## src/rtl/display_scan_controller_if.sv

```systemverilog
// Load handshake and display drive bundle for display_scan_controller.
// Registered outputs; load_ready low while a shadow word is pending.
interface display_scan_controller_if;
    logic        enable;
    logic        load_valid;
    logic        load_ready;
    logic [15:0] load_data;
    logic [3:0]  digit_code;
    logic [3:0]  an;
    logic [1:0]  digit_sel;
    logic        frame_done;

    modport master (
        output enable, load_valid, load_data,
        input  load_ready, digit_code, an, digit_sel, frame_done
    );

    modport slave (
        input  enable, load_valid, load_data,
        output load_ready, digit_code, an, digit_sel, frame_done
    );
endinterface

```

## src/rtl/display_scan_controller.sv

```systemverilog
// 4-digit seven-segment scan with shadow-buffered load; outputs registered, 1-cycle latency from enable.
// load_ready drops while a word is pending until the frame boundary; SCAN_DEADTIME_EN adds blanking slots.
module display_scan_controller #(
    parameter int CLK_DIV     = 50000,
    parameter int DEAD_CYCLES = 16
) (
    input  logic                       clk,
    input  logic                       rst,
    display_scan_controller_if.slave   bus
);
    localparam int CNT_N = (CLK_DIV > DEAD_CYCLES) ? CLK_DIV : DEAD_CYCLES;
    localparam int CW    = $clog2(CNT_N);
    localparam logic [CW-1:0] SHOW_LAST = CW'(CLK_DIV - 1);
`ifdef SCAN_DEADTIME_EN
    localparam logic [CW-1:0] DEAD_LAST = CW'(DEAD_CYCLES - 1);
`endif

    typedef enum logic [1:0] {S_IDLE, S_SHOW, S_DEAD} state_t;

    state_t          state_q, state_d;
    logic [1:0]      idx_q, idx_d;
    logic [CW-1:0]   cnt_q, cnt_d;
    logic [15:0]     dbuf_q, dbuf_d;
    logic [15:0]     shadow_q, shadow_d;
    logic            pend_q, pend_d;
    logic [3:0]      an_q, an_d;
    logic [3:0]      code_q, code_d;
    logic            fd_q, fd_d;
    logic            boundary;
    logic            accept;

    assign accept = bus.load_valid && !pend_q;

`ifdef SCAN_DEADTIME_EN
    assign boundary = (state_q == S_DEAD) && (idx_q == 2'd3) && (cnt_q == DEAD_LAST);
`else
    assign boundary = (state_q == S_SHOW) && (idx_q == 2'd3) && (cnt_q == SHOW_LAST);
`endif

    always_ff @(posedge clk or posedge rst) begin
        if (rst) begin
            state_q  <= S_IDLE;
            idx_q    <= 2'd0;
            cnt_q    <= '0;
            dbuf_q   <= 16'h0000;
            shadow_q <= 16'h0000;
            pend_q   <= 1'b0;
            an_q     <= 4'hF;
            code_q   <= 4'h0;
            fd_q     <= 1'b0;
        end else begin
            state_q  <= state_d;
            idx_q    <= idx_d;
            cnt_q    <= cnt_d;
            dbuf_q   <= dbuf_d;
            shadow_q <= shadow_d;
            pend_q   <= pend_d;
            an_q     <= an_d;
            code_q   <= code_d;
            fd_q     <= fd_d;
        end
    end

    always_comb begin
        state_d  = state_q;
        idx_d    = idx_q;
        cnt_d    = cnt_q + CW'(1);
        dbuf_d   = dbuf_q;
        shadow_d = shadow_q;
        pend_d   = pend_q;

        if (!bus.enable) begin
            state_d = S_IDLE;
            idx_d   = 2'd0;
            cnt_d   = '0;
        end else begin
            case (state_q)
                S_IDLE: begin
                    state_d = S_SHOW;
                    idx_d   = 2'd0;
                    cnt_d   = '0;
                end
                S_SHOW: begin
                    if (cnt_q == SHOW_LAST) begin
                        cnt_d = '0;
`ifdef SCAN_DEADTIME_EN
                        state_d = S_DEAD;
`else
                        idx_d   = idx_q + 2'd1;
`endif
                    end
                end
`ifdef SCAN_DEADTIME_EN
                S_DEAD: begin
                    if (cnt_q == DEAD_LAST) begin
                        state_d = S_SHOW;
                        idx_d   = idx_q + 2'd1;
                        cnt_d   = '0;
                    end
                end
`endif
                default: begin
                    state_d = S_IDLE;
                    idx_d   = 2'd0;
                    cnt_d   = '0;
                end
            endcase
        end

        // A word offered on the boundary cycle bypasses the shadow entirely.
        if (accept) begin
            if (boundary) begin
                dbuf_d = bus.load_data;
            end else begin
                shadow_d = bus.load_data;
                pend_d   = 1'b1;
            end
        end else if (pend_q && (boundary || state_q == S_IDLE)) begin
            dbuf_d = shadow_q;
            pend_d = 1'b0;
        end
    end

    // Outputs are precomputed from the next state so they register alongside it.
    always_comb begin
        an_d   = 4'hF;
        code_d = 4'h0;
        if (state_d == S_SHOW) begin
            an_d   = ~(4'b0001 << idx_d);
            code_d = dbuf_d[{idx_d, 2'b00} +: 4];
        end
`ifdef SCAN_DEADTIME_EN
        fd_d = (state_d == S_DEAD) && (idx_d == 2'd3) && (cnt_d == DEAD_LAST);
`else
        fd_d = (state_d == S_SHOW) && (idx_d == 2'd3) && (cnt_d == SHOW_LAST);
`endif
    end

    assign bus.an         = an_q;
    assign bus.digit_code = code_q;
    assign bus.digit_sel  = idx_q;
    assign bus.frame_done = fd_q;
    assign bus.load_ready = ~pend_q;
endmodule

```

## src/flat_wrapper.sv

```systemverilog
// flat-port wrapper written by rule: the top's interface ports become plain ports
module display_scan_controller_flat 
#(
    parameter int CLK_DIV     = 50000,
    parameter int DEAD_CYCLES = 16
)
  (clk, rst, bus_enable, bus_load_valid, bus_load_data, bus_load_ready, bus_digit_code, bus_an, bus_digit_sel, bus_frame_done);
  display_scan_controller_if bus_i ();
  input  logic clk;
  input  logic rst;
  input wire logic [$bits(bus_i.enable)-1:0] bus_enable;
  input wire logic [$bits(bus_i.load_valid)-1:0] bus_load_valid;
  input wire logic [$bits(bus_i.load_data)-1:0] bus_load_data;
  output wire logic [$bits(bus_i.load_ready)-1:0] bus_load_ready;
  output wire logic [$bits(bus_i.digit_code)-1:0] bus_digit_code;
  output wire logic [$bits(bus_i.an)-1:0] bus_an;
  output wire logic [$bits(bus_i.digit_sel)-1:0] bus_digit_sel;
  output wire logic [$bits(bus_i.frame_done)-1:0] bus_frame_done;
  assign bus_i.enable = bus_enable;
  assign bus_i.load_valid = bus_load_valid;
  assign bus_i.load_data = bus_load_data;
  assign bus_load_ready = bus_i.load_ready;
  assign bus_digit_code = bus_i.digit_code;
  assign bus_an = bus_i.an;
  assign bus_digit_sel = bus_i.digit_sel;
  assign bus_frame_done = bus_i.frame_done;
  display_scan_controller #(.CLK_DIV(CLK_DIV), .DEAD_CYCLES(DEAD_CYCLES)) u_core (.clk(clk), .rst(rst), .bus(bus_i));
endmodule
```

## config.mk

```make
export PLATFORM = sky130hd
export DESIGN_NAME = display_scan_controller_flat
export DESIGN_NICKNAME = d
export VERILOG_FILES = /design/src/rtl/display_scan_controller_if.sv /design/src/rtl/display_scan_controller.sv /design/src/flat_wrapper.sv
export SDC_FILE = /design/constraint.sdc
export NUM_CORES = 1
export LEC_CHECK = 0
export ABC_AREA = 1
export ABC_CLOCK_PERIOD_IN_PS = 4970
export CAP_MARGIN = 15
export CORE_ASPECT_RATIO = 0.9
export CORE_UTILIZATION = 46
export DETAILED_ROUTE_END_ITERATION = 12
export PLACE_DENSITY = 0.67
export SLEW_MARGIN = 30
export SYNTH_ARGS = -nofsm -noshare
export SYNTH_HDL_FRONTEND = slang
export SYNTH_SLANG_ARGS = --single-unit
```

## constraint.sdc

```tcl
create_clock -name clk -period 4.97 [get_ports clk]
set_input_delay 0.994 -clock clk [delete_from_list [all_inputs] [get_ports clk]]
set_output_delay 0.994 -clock clk [all_outputs]
set_load 0.005 [all_outputs]
```

Word level (Yosys, flattened, before mapping)
Cells that the tools add are included.
{"block": "totals", "reg_bits": 62, "latchBits": 0, "mem_bits_rw": 0, "mem_bits_ro": 0, "inputBits": 20, "output_inout_bits": 12, "n_memories": 0}
{"block": "classes", "n_addsub": 2, "mul": 0, "n_div": 0, "n_lt_le_gt_ge": 0, "n_eq_ne": 7, "shifts": 2, "mux": 16, "bitwise_logic": 3, "reduce_logical": 12}
{"op": "2-to-1 mux 16 bit", "n": 6}
{"op": "== test 16 bit (second input constant)", "n": 2}
{"op": "adder 16 x 1 -> 16 bit (second input constant)", "n": 1}
{"op": "indexed part select 16 x 5 -> 4 bit", "n": 1}
{"op": "2-to-1 mux 2 bit", "n": 4}
{"op": "2-to-1 mux 4 bit", "n": 2}
{"op": "logical AND 1 bit", "n": 6}
{"op": "== test 2 x 1 -> 1 bit (second input constant)", "n": 2}
{"op": "== test 2 bit (second input constant)", "n": 2}
{"op": "NOT 4 bit", "n": 1}
{"op": "case mux 2 bit (2 select lines)", "n": 1}
{"op": "AND reduction 2 bit", "n": 2}
{"op": "left shift 1 x 2 -> 4 bit (first input constant)", "n": 1}
{"op": "2-to-1 mux 1 bit", "n": 3}
{"op": "adder 2 x 1 -> 2 bit (second input constant)", "n": 1}
{"op": "logical NOT 2 bit", "n": 1}
{"op": "!= test 2 bit (second input constant)", "n": 1}
{"op": "NOT 1 bit", "n": 2}
{"op": "nonzero test 2 bit", "n": 1}
{"op": "logical NOT 1 bit", "n": 1}
{"op": "logical OR 1 bit", "n": 1}

Logic depth before layout (Yosys ltp)
Gate-level depths: netlist of run 1.
{"block": "logic_depth", "word_depth": 9, "mapped_depth": 15, "ltp_nobuf": 14}

Worst setup path after synthesis of run 1
Ideal clock, no wire load.
{"block": "synth_timing", "path_kind": "input-to-reg", "from": "in bus_enable", "to": "reg u_core.fd_q, in the netlist u_core.bus.frame_done", "setup_ps": 117, "arrival_time_ps": 1998, "required_time_ps": 4853, "path_slack_ps": 2855, "stages": 9, "n_path_buf": 0, "cell_sequence": "nand2_1 -> nor2_1 -> nand2_1 -> inv_1 -> o21ai_0 -> a21oi_1 -> nor2_1 -> nand3_1 -> nor2_1"}
{"block": "synth_between", "elab_cells_between_ends": 8, "cone_classes": "eq/ne: 3; mux: 3; reduce/logical: 2"}
{"element": "start: declaration", "line_no": "flat_wrapper.sv:11", "source": "input wire logic [$bits(bus_i.enable)-1:0] bus_enable;"}
{"element": "2-to-1 mux 16 bit", "line_no": "display_scan_controller.sv:72", "source": "if (!bus.enable) begin"}
{"element": "net u_core.cnt_d[11]", "line_no": "display_scan_controller.sv:22", "source": "logic [CW-1:0] cnt_q, cnt_d;"}
{"element": "== test 16 bit", "line_no": "display_scan_controller.sv:135", "source": "fd_d = (state_d == S_SHOW) && (idx_d == 2'd3) && (cnt_d == SHOW_LAST);"}
{"element": "logical AND 1 bit", "line_no": "display_scan_controller.sv:135"}
{"element": "net u_core.fd_d", "line_no": "display_scan_controller.sv:28", "source": "logic fd_q, fd_d;"}
{"element": "end signal: assignment", "line_no": "display_scan_controller.sv:50", "source": "fd_q <= 1'b0;"}
{"element": "end signal: assignment", "line_no": "display_scan_controller.sv:60", "source": "fd_q <= fd_d;"}
{"element": "end: declaration", "line_no": "display_scan_controller.sv:28"}
The timed path passes the listed nets, and every way through them passes these cells.
A chain may end at the register's enable or synchronous reset.

Final worst setup path of run 1
{"block": "layout_timing", "from": "in bus_enable", "to": "reg u_core.fd_q, in the netlist u_core.bus.frame_done"}
{"block": "layout_between", "elab_chain_cells": 4, "elab_cells_between_ends": 8, "cone_classes": "eq/ne: 3; mux: 3; reduce/logical: 2"}
{"element": "parallel branches: the longest is 3 deep, another holds 2-to-1 mux 16 bit"}
{"element": "logical AND 1 bit *", "line_no": "display_scan_controller.sv:135"}
{"element": "net u_core.fd_d", "line_no": "display_scan_controller.sv:28"}
Mark *: on every way through the listed nets, which the timed path passes.

==> results of run 1 <==
layout make-up:
cell class                 instances  area (um^2)
clock buffer                      12          135
clock inverter                     4         47.5
fill                             708         3150
inverter                          80          300
multi-input combinational        307         1440
sequential                        62         1560
tap                               93          116
timing repair buffer              33          325
worst paths after layout:
check                                               start                                  to  cells past startpoint
min in group asynchronous                             rst      u_core.shadow_q[2]$_DFFE_PP0P_                      2
setup reg to reg                u_core.cnt_q[0]$_DFF_PP0_  u_core.bus.digit_code[0]$_DFF_PP0_                     12
hold reg to reg            u_core.shadow_q[0]$_DFFE_PP0P_      u_core.shadow_q[0]$_DFFE_PP0P_                      2
max in group asynchronous                             rst          u_core.bus.an[2]$_DFF_PP1_                      3
hold / removal             u_core.shadow_q[0]$_DFFE_PP0P_      u_core.shadow_q[0]$_DFFE_PP0P_                      2
setup / recovery                               bus_enable     u_core.bus.frame_done$_DFF_PP0_                      9
through the flow:
stage	instance area [um^2]	power, mW	util
global route	3930	1.53	0.555
floorplan	3360	0.924	-
detailed placement	3740	1.02	0.529
global placement	3740	1.00	0.529
CTS	3920	1.44	0.554
finish	3930	1.43	0.555
routing by layer:
layer	vias to the layer above	wire, um	global-route usage
li1	1477	-	-
met1	1301	3510	0.301
met2	80	3290	0.322
met3	6	376	0.0641
met4	0	61	0.0469
met5	-	0	0
kinds of logic after synthesis:
kind of cell	count (synthesis)	synth area share
xor gates and xnor gates	1	0.00261
DFF	62	0.463
AOI/OAI and AO/OA	23	0.0376
and+or+nand+nor	280	0.379
buffers and inverters	93	0.109
other	1	0.00112
adders and majority gates	2	0.00744
sequential cells by signal, indices dropped and copies added (netlist names):
signal                 cells
u_core.bus.an              4
u_core.bus.digit_code      4
u_core.bus.digit_sel       2
u_core.bus.frame_done      1
u_core.cnt_q              16
u_core.dbuf_q             16
u_core.pend_q              1
u_core.shadow_q           16
u_core.state_q             2
critical path, cell delays in order:
cell,delay (ps)
clkdlybuf4s50_1,550
nand2_1,180
nor2_1,290
nand2_1,260
inv_1,210
nand3_1,120
nor3_1,240
nand3_1,110
nor2_1,90
power groups by stage:
stage,logic (mW),registers (mW),clock network [mW]
after floorplan,0.273,0.651,0
after global placement,0.330,0.672,0
after detailed placement,0.344,0.673,0
after CTS,0.345,0.665,0.429
after global routing,0.402,0.678,0.454
final,0.343,0.665,0.419
synth_stat cells (all sizes together):
cell type,count
nand2,139
inv,80
nand3,70
nor2,60
dfrtp,58
o21ai,20
clkbuf,8
nand4,6
buf,5
dfstp,4
a21oi,3
nor3,3
ha,2
conb,1
nor4,1
or2,1
xor2,1
==> impl_summary.txt, run 1 <==
----------------------------------------------------
[Global routing]
  Total gr overflow ... 0
  Maximum number of pins on one net before global-route repair ... 37
  First-pass GRT wire length ... 12.6 mm
  Antenna violations before repair ... 0
  Total global routing track utilization ... 0.213
  Via count of the first global-routing pass ... 2701

[Clock network]
  Cell at the root of the clock tree ... clkbuf_8
  Clock latency on the worst-skew pair ... 340 ps
  Clock slew at the register clock pins of the worst setup and hold paths ... 60 ps
  Clock tree from TritonCTS ... built
  TritonCTS Sinks ... 62
  H-tree lvl count ... 3
  Buffers inserted by post-CTS timing repair ... 0
  CTS Hold Buffers Added ... 0
  Number of clock buffers inserted by TritonCTS ... 9
  Post-cts repair resize count ... 0
  Maximum clock insertion buffer count ... 2

[Pwr]
  Sequential share of power ... 0.466
  Net Sw Frac ... 0.312
  Clock Power Share ... 0.294
  Net switching power figure ... 445 uW
  Combinational cell fraction of total power ... 0.240
  Static leakage ... 2.07 nW
  Total power divided by cell area ... 363 nW/um^2
  Worst IR drop on VDD ... 0.000195 V
  Internal power of the cells ... 982 uW

[Die]
  Starting Density ... 0.475
  Area of the core ... 7080 um^2
  Standard-cell rows ... 29
  Width of the die ... 92.1 um
  Die ar. ... 7660 um^2
  Top-Level Pins ... 32
  Height of the die ... 83.1 um

[Detailed routing]
  Initial detailed-routing violation count ... 152
  Total iterations of the first detailed-routing run ... 4
  Post-detailed-routing wire length ... 7.23 mm
  Post-route DRC ... 0
  Routed length per placed instance ... 12.2 um
  Antenna-violating nets left ... 0
  Detailed-route via count ... 2864
  Ratio of routed vias to standard cells ... 4.85

[Place]
  Weighted congestion reported at the end of routability-driven placement ... 0.837
  Pre-CTS setup slack ... 1840 ps
  Half-perimeter wire length after detailed placement ... 5.08 mm
  Port Buffer Count ... 31
  Number of cells in the design after placement ... 575

[Critical path]
  Max FO, Critical Path ... 8
  Critical path type ... in2reg
  Flop2flop setup slack ... 2450 ps
  Worst endpoint required time ... 5240 ps
  Kind of capture point of the worst setup path ... flop
  CP arrival ... 3040 ps
  Type of element launching the critical path ... input port

[Final layout]
  Leading cell type in the layout, fill and taps excluded ... nand2_1
  Most frequent cells in the layout ... nand2_1 (137), inv_1 (76), dfrtp_1 (58), nand3_1 (56), nor2_1 (54)
  Share of post-route cells with drive strength above 1 ... 0.0944
  Relative area change from synthesis to final layout ... 16.7%
  Post-route insts no fill ... 591
  Final nets ... 515
  # diodes ... 0

[Logic synthesis]
  Synth cell types ... 26
  Synth Cell Area ... 3360 um^2
  Mean Syn Cell Area ... 7.28 um^2
  Seq cells post-synth ... 62
  Fraction of the yosys area taken by sequential cells ... 0.463
  Synth top area share ... 0.432
  Yosys top cell by area ... dfrtp_1
  Cells taking the most area after synthesis ... dfrtp_1 (43%), nand2_1 (15%), inv_1 (8.6%), nand3_1 (8.3%), nor2_1 (6.1%)
  Number of nets produced by synthesis ... 484
  Number of standard cells after synthesis ... 462
  Synth Warn # ... 0

[Timing]
  Remaining max-slew budget at the tightest pin ... 0.495
  Fin Hold WS ... 488 ps
  Hold violation total from the final report ... 0
  Worst Max-Slew Pin Slew ... 757 ps
  Setup violation total in the final timing report ... 0
  Highest clock frequency the design can meet ... 361 MHz
  Worst setup skew after layout ... 9.50 ps
  Final period utilization ... 0.557
  Min Clock Period, post-route ... 2770 ps
  Setup slack after layout ... 2200 ps
  Final count of pins violating max slew ... 0
  Setup repair after global routing missed its margin ... no
  Setup TNS ... 0 ps

[Flow run]
  Number of max-cap violations ... 0

[Status]
  Run status ... finished clean

[Hold path]
  Hold/Removal Path Class ... reg2reg

----------------------------------------------------
Note: power is estimated with default switching activity, not from simulation.
==> inputs of run 2 (changes only) <==
Settings changed: ABC_CLOCK_PERIOD_IN_PS 4970 to 2500, PLACE_DENSITY 0.67 to 0.7.
Clock period 4.97 ns to 2.5 ns, I/O delays scaled along.
==> run 2 against run 1 <==
Effect of this change:
- clock skew is 3.5 ps higher
- sequential share of layout area is 1.0 points lower
- critical path depth is 3 higher
- first-iteration DRC count is 20% higher
- design area is 2.6% higher
- critical path type is now reg2reg
- worst hold slack better by 4.2 ps
- critical endpoint is now u_core.bus.digit_code[0]$_DFF_PP0_
- non-clock buffer count is 8 higher
- via count is 2.4% higher
==> impl_summary.txt, run 2 (same netlist as run 1, synthesis figures left out) <==
----------------------------------------------------
[Die]
  Standard-cell rows ... 29 (unchanged)
  Starting Density ... 0.475 (unchanged)
  Height of the die ... 83.1 um (unchanged)
  Die ar. ... 7660 um^2 (unchanged)
  Area of the core ... 7080 um^2 (unchanged)
  Top-Level Pins ... 32 (unchanged)
  Width of the die ... 92.1 um (unchanged)

[Clock network]
  Clock latency on the worst-skew pair ... 340 ps (about the same)
  Maximum clock insertion buffer count ... 2 (unchanged)
  Clock tree from TritonCTS ... built
  Post-cts repair resize count ... 0 (unchanged)
  Cell at the root of the clock tree ... clkbuf_8
  Clock slew at the register clock pins of the worst setup and hold paths ... 60 ps (about the same)
  TritonCTS Sinks ... 62 (unchanged)
  Number of clock buffers inserted by TritonCTS ... 9 (unchanged)
  CTS Hold Buffers Added ... 0 (unchanged)
  Buffers inserted by post-CTS timing repair ... 0 (unchanged)
  H-tree lvl count ... 3 (unchanged)

[Detailed routing]
  Initial detailed-routing violation count ... 182 (+20%)
  Detailed-route via count ... 2932 (+2.4%)
  Routed length per placed instance ... 12.4 um (+0.93%)
  Total iterations of the first detailed-routing run ... 5 (+1)
  Antenna-violating nets left ... 0 (unchanged)
  Post-detailed-routing wire length ... 7.40 mm (+2.3%)
  Ratio of routed vias to standard cells ... 4.89 (+1.0%)
  Post-route DRC ... 0 (unchanged)

[Global routing]
  Most Crowded Layer GR ... met2
  Antenna violations before repair ... 0 (unchanged)
  Global-route met3 utilization ... 0.0495 (-0.0147)
  First-pass GRT wire length ... 12.7 mm (+0.55%)
  Maximum number of pins on one net before global-route repair ... 63 (+70%)
  Total global routing track utilization ... 0.213 (about the same)
  Total gr overflow ... 0 (unchanged)
  Via count of the first global-routing pass ... 2819 (+4.4%)
  M2 GR Usage ... 0.326 (+0.00339)
  GR Layer Usage met1 ... 0.294 (-0.00680)

[Timing]
  Final count of pins violating max slew ... 0 (unchanged)
  Setup violation total in the final timing report ... 0 (unchanged)
  Setup TNS ... 0 ps (unchanged)
  Final period utilization ... 0.883
  Setup repair after global routing missed its margin ... no
  Highest clock frequency the design can meet ... 453 MHz
  Setup slack after layout ... 293 ps (-1910 ps)
  Fin Hold WS ... 492 ps (+4.21 ps)
  Min Clock Period, post-route ... 2210 ps
  Worst setup skew after layout ... 13.0 ps (+3.49 ps)
  Hold violation total from the final report ... 0 (unchanged)

[Final layout]
  Most frequent cells in the layout ... nand2_1 (138), inv_1 (76), dfrtp_1 (58), nand3_1 (56), nor2_1 (54)
  Post-route insts no fill ... 599 (+1.4%)
  Leading cell type in the layout, fill and taps excluded ... nand2_1
  Utilization of the core after routing ... 0.569 (+0.0145)
  # diodes ... 0 (unchanged)
  Final std cell area, no fill ... 4030 um^2 (+2.6%)
  Relative area change from synthesis to final layout ... 19.8%
  Share of post-route cells with drive strength above 1 ... 0.109 (+0.0143)
  Final nets ... 523 (+1.6%)
  Registers with the most flip-flops ... u_core.cnt_q (16), u_core.dbuf_q (16), u_core.shadow_q (16)

[Status]
  Run status ... finished clean

[Place]
  Placed Instance Area ... 3810 um^2 (+1.9%)
  Weighted congestion reported at the end of routability-driven placement ... 0.884 (+5.6%)
  Number of cells in the design after placement ... 583 (+1.4%)
  Port Buffer Count ... 31 (unchanged)
  Half-perimeter wire length after detailed placement ... 5.13 mm (+1.1%)
  Pre-CTS setup slack ... 149 ps (-1690 ps)

[Hold path]
  Worst Min Path Start ... u_core.shadow_q[6]$_DFFE_PP0P_
  Hold/Removal Path Class ... reg2reg
  Worst hold path cell count ... 2 (unchanged)
  Hold-critical path endpoint ... u_core.shadow_q[6]$_DFFE_PP0P_

[Critical path]
  Critical path type ... reg2reg
  Max FO, Critical Path ... 16 (+8)
  Kind of capture point of the worst setup path ... flop
  Worst endpoint required time ... 2730 ps (-2510 ps)
  Type of element launching the critical path ... flop
  Number of cells traversed by the worst register-to-register path ... 12 (unchanged)
  Reg2Reg Capture Point ... u_core.bus.digit_code[0]$_DFF_PP0_
  Flop2flop setup slack ... 290 ps (-2160 ps)
  Launching point of the worst reg2reg path ... u_core.cnt_q[0]$_DFF_PP0_
  CP arrival ... 2440 ps (-600 ps)

[Pwr]
  Total power divided by cell area ... 742 nW/um^2 (+100%)
  Overall power ... 2.99 mW (+110%)
  Static leakage ... 2.13 nW (+3.0%)
  Worst IR drop on VDD ... 0.000546 V (+180%)

[Flow run]
  Number of max-cap violations ... 0 (unchanged)

----------------------------------------------------
run 2: cell count changes in the layout (fill, tap and decap cells not counted), sizes merged:
cell	delta
bufinv	+1
clkinvlp	-1
buf	+8
run 2: worst max-delay path: stages (launching register included):
cell and delay, ps:
dfrtp_1 460, ha_1 240, nand3_2 160, nor2_1 150, nand2_1 140, nor2_4 360, nand2_1 90, nand3_1 80
nand3_1 120, nand2_1 80, nand2_1 70, nor2_1 100, nor2_1 40
run 2: routing by layer:
metal,wire (um),part of all wire,vias to the layer above
met3,411,0.056,16
met1,3520,0.48,1336
met5,0,0,-
met2,3330,0.45,89
met4,138,0.019,0
li1,-,-,1491
run 2: layout make-up:
| class | count | area, um^2 |
|---|---|---|
| Clock inverter | 4 | 70.1 |
| Tap cell | 93 | 116 |
| Timing Repair Buffer | 41 | 398 |
| Fill cell | 663 | 3050 |
| Inverter | 80 | 300 |
| Multi-Input combinational cell | 307 | 1440 |
| Sequential cell | 62 | 1560 |
| Clock buffer | 12 | 145 |
run 2: power breakdown:
part	switching, mW	internal (mW)
Combinational	0.426	0.288
Sequential	0.0862	1.22
Clock	0.380	0.586
run 2: worst max path at each step:
stage | start | to | slack, ps | depth (start not counted)
finish | u_core.cnt_q[0]$_DFF_PP0_ | u_core.bus.digit_code[0]$_DFF_PP0_ | 290 | 12
global route | u_core.cnt_q[0]$_DFF_PP0_ | u_core.bus.digit_code[0]$_DFF_PP0_ | 80 | 12
CTS | u_core.cnt_q[0]$_DFF_PP0_ | u_core.bus.digit_code[0]$_DFF_PP0_ | 290 | 12
detailed placement | bus_enable | u_core.bus.digit_code[1]$_DFF_PP0_ | 150 | 9
global placement | bus_enable | u_core.bus.digit_code[1]$_DFF_PP0_ | 200 | 9
floorplan | rst | u_core.bus.digit_code[0]$_DFF_PP0_ | 470 | 1
==> inputs of run 3 (changes only) <==
Settings changed: ABC_AREA 1 to 0, SLEW_MARGIN 30 to 20.
==> run 3 against run 2 <==
Effect of this change:
- core utilization grew 8.0 points
- fmax shrank 23%
- design area shrank 0.28%
- critical path type unchanged
- worst hold slack better by 19 ps
- the run now ends with negative setup slack left
- via count fell by 16%
- cell count is 26% lower
- non-clock buffer count increased by 39
- largest power group unchanged
- highest routed layer unchanged
- synthesized cell count decreased by 40%
==> impl_summary.txt, run 3 <==
----------------------------------------------------
[Status]
  Run status ... complete, but fails checks
  Violated checks ... negative setup slack

[Timing]
  Setup slack after layout ... -366 ps (-659 ps)
  Final period utilization ... 1.15 (+0.264)
  Worst setup skew after layout ... 15.1 ps (+2.10 ps)
  Final count of pins violating max slew ... 0 (unchanged)
  Min Clock Period, post-route ... 2870 ps (+659 ps)
  Highest clock frequency the design can meet ... 349 MHz (-23%)
  Setup violation total in the final timing report ... 17 (+17)
  Setup repair after global routing missed its margin ... yes
  Hold violation total from the final report ... 0 (unchanged)
  Remaining max-slew budget at the tightest pin ... 0.500
  Worst Max-Slew Pin Slew ... 747 ps

[Critical path]
  Cell repeated most along the worst path ... a221o_1
  Slowest CP cell ... or4_4
  Type of element launching the critical path ... flop
  Flop2flop setup slack ... -370 ps (-660 ps)
  Critical path type ... reg2reg
  Number of cells traversed by the worst register-to-register path ... 6 (-6)
  Kind of capture point of the worst setup path ... flop
  CP arrival ... 3100 ps (+660 ps)
  Launching point of the worst reg2reg path ... u_core.cnt_q[7]$_DFF_PP0_
  Reg2Reg Capture Point ... u_core.bus.digit_code[3]$_DFF_PP0_
  Slowest cell delay on critical path ... 550 ps (+90 ps)
  Chain of cells forming the critical path ... or4b_4, or4_4, a221o_2, buf_6, a221o_1, a221o_1
  Max FO, Critical Path ... 8 (-8)
  Worst endpoint required time ... 2730 ps (about the same)

[Clock network]
  TritonCTS Sinks ... 62 (unchanged)
  Number of clock buffers inserted by TritonCTS ... 9 (unchanged)
  Clock tree from TritonCTS ... built
  Cell at the root of the clock tree ... clkbuf_8
  Clock slew at the register clock pins of the worst setup and hold paths ... 80 ps (+20 ps)
  H-tree lvl count ... 3 (unchanged)
  Maximum clock insertion buffer count ... 2 (unchanged)
  Clock latency on the worst-skew pair ... 350 ps (about the same)

[Die]
  Area of the core ... 6180 um^2 (-13%)
  Starting Density ... 0.482 (+0.00714)
  Height of the die ... 78.4 um (-5.7%)
  Standard-cell rows ... 27 (-6.9%)
  Top-Level Pins ... 32 (unchanged)
  Die ar. ... 6810 um^2 (-11%)
  Width of the die ... 86.9 um (-5.7%)

[Detailed routing]
  Antenna-violating nets left ... 0 (unchanged)
  Post-route DRC ... 0 (unchanged)
  Post-detailed-routing wire length ... 7.33 mm (-0.89%)
  Ratio of routed vias to standard cells ... 5.56 (+14%)
  Detailed-route via count ... 2462 (-16%)
  Total iterations of the first detailed-routing run ... 4 (-1)
  Routed length per placed instance ... 16.6 um (+34%)
  Initial detailed-routing violation count ... 195 (+7.1%)

[Logic synthesis]
  Synth Cell Area ... 2980 um^2 (-11%)
  Number of nets produced by synthesis ... 299 (-38%)
  Synth Warn # ... 0 (unchanged)
  Synth top area share ... 0.487 (+0.0551)
  Mean Syn Cell Area ... 10.8 um^2 (+48%)
  Most common flop cell mapped by yosys ... dfrtp_1
  Most common cell in the synthesized netlist ... dfrtp_1
  Number of standard cells after synthesis ... 277 (-40%)
  Count of flip-flops with a built-in enable after synthesis ... 0 (unchanged)
  Cells taking the most area after synthesis ... dfrtp_1 (49%), mux2_2 (6.4%), a221o_1 (6.4%), dfstp_2 (3.5%), nand2_1 (3.4%)
  Async SR Flop Fraction ... 1.00 (unchanged)
  Fraction of the yosys area taken by sequential cells ... 0.522 (+0.0591)
  Synth cell types ... 47 (+81%)
  Commonest cells in the netlist ... dfrtp_1 (58), nand2_1 (27), nor2_1 (23)
  Yosys top cell by area ... dfrtp_1
  Seq cells post-synth ... 62 (unchanged)

[Place]
  Port Buffer Count ... 31 (unchanged)
  Half-perimeter wire length after detailed placement ... 4.89 mm (-4.7%)
  Pre-CTS setup slack ... -464 ps (-613 ps)
  Number of cells in the design after placement ... 420 (-28%)
  Weighted congestion reported at the end of routability-driven placement ... 0.865 (-2.1%)

[Final layout]
  Final nets ... 373 (-29%)
  # diodes ... 0 (unchanged)
  Registers with the most flip-flops ... u_core.cnt_q (16), u_core.dbuf_q (16), u_core.shadow_q (16)
  Share of post-route cells with drive strength above 1 ... 0.281 (+0.172)
  Leading cell type in the layout, fill and taps excluded ... dfrtp_1
  Relative area change from synthesis to final layout ... 34.7%
  Post-route insts no fill ... 443 (-26%)
  Most frequent cells in the layout ... dfrtp_1 (58), buf_4 (42), clkdlybuf4s50_1 (31), nand2_1 (27), nor2_1 (23)
  Count of filler cells inserted in the layout ... 483 (-27%)

[Global routing]
  Via count of the first global-routing pass ... 2427 (-14%)
  First-pass GRT wire length ... 12.1 mm (-5.2%)
  Maximum number of pins on one net before global-route repair ... 63 (unchanged)
  Total gr overflow ... 0 (unchanged)
  Total global routing track utilization ... 0.238 (+0.0259)
  Antenna violations before repair ... 0 (unchanged)

[Hold path]
  Hold/Removal Path Class ... reg2reg
  Worst Min Path Start ... u_core.shadow_q[3]$_DFFE_PP0P_
  Hold-critical path endpoint ... u_core.shadow_q[3]$_DFFE_PP0P_
  Worst hold path cell count ... 1 (-1)

[Flow run]
  Number of max-cap violations ... 0 (unchanged)

[Pwr]
  Static leakage ... 1.70 nW (-20%)
  Overall power ... 2.66 mW (-11%)
  Total power divided by cell area ... 663 nW/um^2 (-11%)
  Worst IR drop on VDD ... 0.000369 V (-32%)

----------------------------------------------------
==> run 3: worst max-delay path by stage <==
stage / start / to / slack, ps / cells after the start
2_1_floorplan: u_core.cnt_q[10]$_DFF_PP0_ / u_core.bus.digit_code[2]$_DFF_PP0_ / -540 / 9
3_3_place_gp: u_core.cnt_q[5]$_DFF_PP0_ / u_core.bus.digit_code[2]$_DFF_PP0_ / -340 / 6
3_5_place_dp: u_core.cnt_q[10]$_DFF_PP0_ / u_core.bus.frame_done$_DFF_PP0_ / -460 / 9
4_1_cts: u_core.cnt_q[5]$_DFF_PP0_ / u_core.bus.digit_code[3]$_DFF_PP0_ / -360 / 6
5_1_grt: u_core.cnt_q[7]$_DFF_PP0_ / u_core.bus.digit_code[3]$_DFF_PP0_ / -450 / 6
6_report: u_core.cnt_q[7]$_DFF_PP0_ / u_core.bus.digit_code[3]$_DFF_PP0_ / -370 / 6
==> run 3: timing repair <==
item / 4_1_cts / 5_1_grt
resized for setup: 8 / 11
endpoints found under the hold margin: 0 / 0
pin swaps: 7 / 7
hold buffers: 0 / 0
gates cloned: 0 / 1
buffers inserted: 5 / 5
endpoints found under the setup margin: 32 / 40
==> run 3: through the flow <==
stage                     hold WS [ps]  cell area (um^2)  TNS [ps]  utilization
after CTS                          514              3940     -1920        0.637
final                              511              4020     -1990        0.650
after floorplan                    475              2980     -4790            -
after global placement             490              3660     -2450        0.593
after detailed placement           494              3670     -4180        0.593
after global routing               535              4020     -3050        0.650
==> run 3: cell families after synthesis <==
family	after synthesis	synth area share
other cells	1	0.00126
mux	19	0.0709
buf+inv	27	0.0445
compound gates	56	0.141
xor+xnor	15	0.0441
flops	62	0.522
fa+ha+maj	2	0.00839
simple gates	95	0.168
==> run 3: worst max-delay path: cells and delay by family, from the launching register on <==
kind | cells | cell delay, ps
AO/OA/AOI/OAI | 3 | 1110
AND/OR/NAND/NOR | 2 | 1070
buffers and inverters | 1 | 170
flip-flops | 1 | 400
==> run 3: final cells by class <==
cell class / count / area (um^2) / area share
sequential: 62 / 1560 / 0.388
multi-input combinational: 188 / 1370 / 0.341
timing repair buffer: 80 / 722 / 0.180
clock buffer: 9 / 124 / 0.0308
tap: 87 / 109 / 0.0271
clock inverter: 7 / 98.8 / 0.0246
inverter: 10 / 37.5 / 0.00935
==> run 3: routing by layer <==
metal | global-route usage | up-vias | share of wire
met5 | 0 | - | 0
li1 | - | 1158 | -
met4 | 0.0767 | 0 | 0.0083
met1 | 0.342 | 1217 | 0.49
met3 | 0.0778 | 6 | 0.059
met2 | 0.339 | 81 | 0.44
==> run 3: where the power goes <==
group / internal, mW / total [mW] / switching (mW)
Combinational: 0.247 / 0.433 / 0.186
Clock: 0.564 / 0.977 / 0.413
Sequential: 1.17 / 1.25 / 0.0801
